### src/rtl/reg_file_if.sv
// Register file bus: two read ports feeding the ALU operands and one
// write-back port. The datapath side is the master, the register file
// is the slave.
interface reg_file_if #(
  parameter int N = 32
);
  logic [4:0]   rs1_addr;
  logic [4:0]   rs2_addr;
  logic [N-1:0] read_data1;
  logic [N-1:0] read_data2;
  logic         reg_write;
  logic [4:0]   rd_addr;
  logic [N-1:0] rd_data;

  modport master (
    output rs1_addr, rs2_addr, reg_write, rd_addr, rd_data,
    input  read_data1, read_data2
  );

  modport slave (
    input  rs1_addr, rs2_addr, reg_write, rd_addr, rd_data,
    output read_data1, read_data2
  );
endinterface

### src/rtl/reg_file.sv
// RV32I general-purpose register file: 2 combinational read ports,
// 1 synchronous write port, x0 hardwired to zero, optional same-cycle
// write-to-read bypass.
module reg_file #(
  parameter int N      = 32,
  parameter int BYPASS = 1
) (
  input logic       clk,
  input logic       rst_n,
  reg_file_if.slave bus
);

  // Entry 0 is never written, so it stays at its reset value and is
  // optimised away; reads of x0 are forced to zero regardless.
  logic [N-1:0] regs_q [32];
  logic [N-1:0] read1_d;
  logic [N-1:0] read2_d;
  logic         wr_en_d;

  // Writes to x0 are dropped here rather than stored.
  always_comb begin
    wr_en_d = bus.reg_write && (bus.rd_addr != 5'd0);
  end

  // Storage: cleared immediately on reset, one entry updated per edge.
  always_ff @(posedge clk or negedge rst_n) begin
    if (!rst_n) begin
      for (int i = 0; i < 32; i++) begin
        regs_q[i] <= '0;
      end
    end else if (wr_en_d) begin
      regs_q[bus.rd_addr] <= bus.rd_data;
    end
  end

  // Read port 1: zero in reset or for x0, bypass on address match, else storage.
  always_comb begin
    read1_d = '0;
    if (rst_n && (bus.rs1_addr != 5'd0)) begin
      if ((BYPASS != 0) && wr_en_d && (bus.rs1_addr == bus.rd_addr)) begin
        read1_d = bus.rd_data;
      end else begin
        read1_d = regs_q[bus.rs1_addr];
      end
    end
  end

  // Read port 2: same selection as port 1, independent address.
  always_comb begin
    read2_d = '0;
    if (rst_n && (bus.rs2_addr != 5'd0)) begin
      if ((BYPASS != 0) && wr_en_d && (bus.rs2_addr == bus.rd_addr)) begin
        read2_d = bus.rd_data;
      end else begin
        read2_d = regs_q[bus.rs2_addr];
      end
    end
  end

  assign bus.read_data1 = read1_d;
  assign bus.read_data2 = read2_d;

endmodule

### src/flat_wrapper.sv
// flat-port wrapper written by rule: the top's interface ports become plain ports
module reg_file_flat 
#(
  parameter int N      = 32,
  parameter int BYPASS = 1
)
  (clk, rst_n, bus_rs1_addr, bus_rs2_addr, bus_reg_write, bus_rd_addr, bus_rd_data, bus_read_data1, bus_read_data2);
  reg_file_if #(.N(N)) bus_i ();
  input logic clk;
  input logic rst_n;
  input wire logic [$bits(bus_i.rs1_addr)-1:0] bus_rs1_addr;
  input wire logic [$bits(bus_i.rs2_addr)-1:0] bus_rs2_addr;
  input wire logic [$bits(bus_i.reg_write)-1:0] bus_reg_write;
  input wire logic [$bits(bus_i.rd_addr)-1:0] bus_rd_addr;
  input wire logic [$bits(bus_i.rd_data)-1:0] bus_rd_data;
  output wire logic [$bits(bus_i.read_data1)-1:0] bus_read_data1;
  output wire logic [$bits(bus_i.read_data2)-1:0] bus_read_data2;
  assign bus_i.rs1_addr = bus_rs1_addr;
  assign bus_i.rs2_addr = bus_rs2_addr;
  assign bus_i.reg_write = bus_reg_write;
  assign bus_i.rd_addr = bus_rd_addr;
  assign bus_i.rd_data = bus_rd_data;
  assign bus_read_data1 = bus_i.read_data1;
  assign bus_read_data2 = bus_i.read_data2;
  reg_file #(.N(N), .BYPASS(BYPASS)) u_core (.clk(clk), .rst_n(rst_n), .bus(bus_i));
endmodule
### config.mk
export PLATFORM = sky130hd
export DESIGN_NAME = reg_file_flat
export DESIGN_NICKNAME = d
export VERILOG_FILES = /design/src/rtl/reg_file_if.sv /design/src/rtl/reg_file.sv /design/src/flat_wrapper.sv
export SDC_FILE = /design/constraint.sdc
export NUM_CORES = 2
export LEC_CHECK = 0
export CAP_MARGIN = 20
export CELL_PAD_IN_SITES_DETAIL_PLACEMENT = 1
export CELL_PAD_IN_SITES_GLOBAL_PLACEMENT = 1
export CORE_MARGIN = 3
export CORE_UTILIZATION = 53
export CTS_CLUSTER_SIZE = 24
export DETAILED_ROUTE_END_ITERATION = 12
export PLACE_DENSITY_LB_ADDON = 0.1
export SLEW_MARGIN = 20
export SYNTH_ARGS = -nofsm -noshare
export SYNTH_HDL_FRONTEND = slang
export SYNTH_SLANG_ARGS = --single-unit
### constraint.sdc
create_clock -name clk -period 3.15 [get_ports clk]
set_clock_uncertainty 0.05 [all_clocks]
set_input_delay 0.4725 -clock clk [delete_from_list [all_inputs] [get_ports clk]]
set_output_delay 0.4725 -clock clk [all_outputs]
set_load 0.1 [all_outputs]
==> impl_metrics.py <==
metrics = {
    "synth": {
        "synthArstFlopShare_pct": 100,
        "synth_nets": 3944,
        "synth_cell_type_count": 53,
        "synth.largest_area_cell": "dfrtp_1",
        "postSynthAreaPerCell_um2": 14.1,
        "synth.yosys.seq_area_share_pct": 46.6,
        "synth.ff_latch_count": 1024,
        "synth-edff-count": 0,
        "synth_top_flop_cell": "dfrtp_1",
        "synth_area_leaders": "dfrtp_1 47%, mux2_2 21%, mux4_2 13%",
        "synth_top_area_share_pct": 46.6,
        "syn_area_mm2": 0.0549,
        "netlist_instances": 3894,
        "ys.warnings.count": 0,
    },
    "die": {
        "initial_core_utilization_pct": 53.7,
        "floorplan.die.height_um": 328,
        "ios": 114,
        "design.core.area_mm2": 0.102,
        "dieArea_mm2": 0.108,
        "floorplan.die.width_um": 328,
        "fp-row-count": 117,
    },
    "pwr": {
        "max-vdd-ir-drop_mv": 0.513,
        "power.density_cell_area_mw_per_mm2": 618,
        "power_frac_seq_pct": 43.0,
        "share_comb_of_total_power_pct": 23.8,
        "power.internal_w": 0.0289,
        "power_share_of_the_clock_group_pct": 33.2,
        "total_switching_power_w": 0.0124,
        "p_leak_nw": 29.9,
        "power_w": 0.0413,
        "power.share.switching_pct": 30.0,
    },
    "place": {
        "dp.final_hpwl_um": 129000,
        "detailed_place.area_mm2": 0.0613,
        "io_buffer_count": 113,
        "gp_congestion": 0.885,
        "place.detailed.instances": 5338,
    },
    "route": {
        "post_drt_via_cell_ratio": 7.27,
        "detailroute.via_count": 41200,
        "postRouteWirelength_um": 218000,
        "avgRoutedWirePerCell_um": 38.5,
        "drc": 0,
        "route.antenna.remaining_nets": 0,
        "drt-pass1-iter-count": 8,
        "iteration_0_drc_count_of_the_detailed_router": 4452,
    },
    "clock_network": {
        "cts_htree_levels": 3,
        "clock_insertion_delay_worst_skew_ns": 0.72,
        "cts_sinks": 1024,
        "cts.path.max_buffers": 3,
        "cts_tree": "done",
        "clock_pin_slew_on_the_worst_setup_and_hold_paths_ns": 0.07,
        "clock_tree.root_cell": "clkbuf_16",
        "cts-buffers-inserted": 113,
    },
    "layout": {
        "design.final.nets": 4254,
        "mostFrequentLayoutCell": "dfrtp_1",
        "registers.top_by_ff_count": "u_core.regs_q",
        "instances_no_fill": 5670,
        "area_delta_synth_final_pct": 21.5,
        "leading_registers_by_flop_count": "u_core.regs_q x1024",
        "largest_register_ffs": 1024,
        "final_layout_size_suffix_gt1_share_pct": 52.7,
        "finish.instance_area_mm2": 0.0668,
        "layout_common_cells": "1,024 x dfrtp_1, 1,007 x mux2_2, 392 x buf_4",
    },
    "global_routing": {
        "first_global_vias": 43600,
        "congestion_overflow_gr": 0,
        "wire_length_of_the_first_global_routing_pass_um": 312000,
        "track_usage_pct": 39.8,
        "antenna_found_initial": 3,
        "grt_max_degree": 177,
    },
    "sta": {
        "tightestPinTransition_ns": 1.10,
        "timing.final.crit_share_pct": 106,
        "finalSetupViolCount": 50,
        "worst_slew_margin_relative_to_its_limit_pct": 26.6,
        "grt_setup_unrepaired": "true",
        "fin_hold_ws_ns": -0.0389,
        "layout_min_cycle_time_ns": 3.35,
        "timing_hold_violations_final": 28,
        "count_of_pins_over_their_slew_limit": 0,
        "max_clock_freq_mhz": 299,
        "totalNegativeSetupSlack_ns": -3.21,
        "layout_setup_ws_ns": -0.198,
    },
    "critical_path": {
        "cp.arrival_ns": 2.83,
        "critPathKind": "register to output port",
        "critPathLaunchType": "register",
        "required_ns": 2.63,
        "path_max_fanout": 2,
        "worst_setup_path_end_kind": "output port",
    },
    "run_status": {
        "run_status": "complete, but fails checks",
        "violations": "hold timing, setup timing",
    },
    "worst_hold_path": {
        "holdCritPathClass": "primary input to async pin",
    },
    "job": {
        "timing.max_cap.violations": 0,
    },
}
-- through the flow --
stage	hold WS [ns]	setup WS (ns)	utilization [%]
CTS	0.0243	-0.175	64.4
global placement	0.330	-0.616	59.9
floorplan	0.127	0.0481	-
detailed placement	0.339	-0.637	59.9
global route	0.0145	-0.229	65.2
finish	-0.0389	-0.198	65.2
-- cell usage after synthesis, types with 2 or more instances --
cell type and n:
nand4_1 3, xor2_1 4, nor2_1 17, mux4_2 322
a32o_1 31, buf_4 15, and2_1 3, a22oi_1 60
mux2i_1 384, buf_1 53, mux2_2 1020, or2_2 2
a221oi_1 128, o221ai_1 31, nor3_1 3, nor3b_1 2
nand2_1 72, o21ai_0 100, xnor2_1 6, a221o_1 18
clkbuf_1 258, inv_1 2, a211oi_1 31, nand3b_1 3
o22ai_1 31, mux2_1 3, a21oi_1 78, nor2b_1 6
a211o_1 32, nand4b_1 2, buf_6 8, nor3_2 2
buf_2 117, dfrtp_1 1024, nand3_1 4, or3b_2 2
-- layout make-up --
class                   count  area, um2
fillers                  9091      35600
multi-input cells        2415      28000
flip-flops and latches   1024      25600
repair buffers            646       7620
clock buffers             172       3370
well taps                1368       1710
clock inverters            39        423
inverters                   4       16.3
diodes                      2       5.00
-- power by group through the flow --
stage                     combinational, W  clock [W]  sequential, W
after floorplan                    0.00627          0         0.0170
after global placement             0.00865          0         0.0174
after global routing                0.0103     0.0144         0.0179
after detailed placement           0.00904          0         0.0178
final                              0.00984     0.0137         0.0177
after CTS                          0.00950     0.0138         0.0176
-- final timing paths --
path	from	end	slack, ns	depth (start not counted)
min in group clk	u_core.regs_q[999]$_DFFE_PN0P_	u_core.regs_q[999]$_DFFE_PN0P_	0.35	0
setup reg to reg	u_core.regs_q[76]$_DFFE_PN0P_	u_core.regs_q[76]$_DFFE_PN0P_	2.05	3
hold reg to reg	u_core.regs_q[999]$_DFFE_PN0P_	u_core.regs_q[999]$_DFFE_PN0P_	0.35	0
setup / recovery	u_core.regs_q[255]$_DFFE_PN0P_	bus_read_data2[31]	-0.20	5
max in group asynchronous	rst_n	u_core.regs_q[950]$_DFFE_PN0P_	0.95	4
hold / removal	rst_n	u_core.regs_q[737]$_DFFE_PN0P_	-0.04	2
-- kinds of logic (layout without fill, tap and decap cells) --
logic type	count (synthesis)	count (layout)	share of synthesized area, %
compound gates	547	547	7.28
xor+xnor	10	10	0.159
buf+inv	455	861	3.59
flops	1024	1024	46.6
mux	1730	1730	41.2
other cells	0	2	0
simple gates	128	128	1.12
-- metal layers --
metal  vias to the layer above  global-route usage, %  wire [um]
met5                         -                      0         34
met4                         4                   19.1      12900
met3                       723                   10.2      21900
met2                      2555                   60.4      98700
met1                     22200                   53.7      84900
li1                      15700                      -          -
-- worst max-delay path: stages (launching register included) --
cell and delay, ns:
dfrtp_1 0.41, mux4_2 0.48, mux2_4 0.29, a221o_1 0.40, a32o_2 0.35, buf_12 0.18
-- timing repair --
action	in CTS	in global routing
hold endpoints to repair	121	0
gates resized for setup	78	81
pin swaps	30	47
hold buffers	1	0
gates cloned	2	5
setup buffers	63	51
endpoints found under the setup margin	63	63
Note: power is estimated with default switching activity, not from simulation.
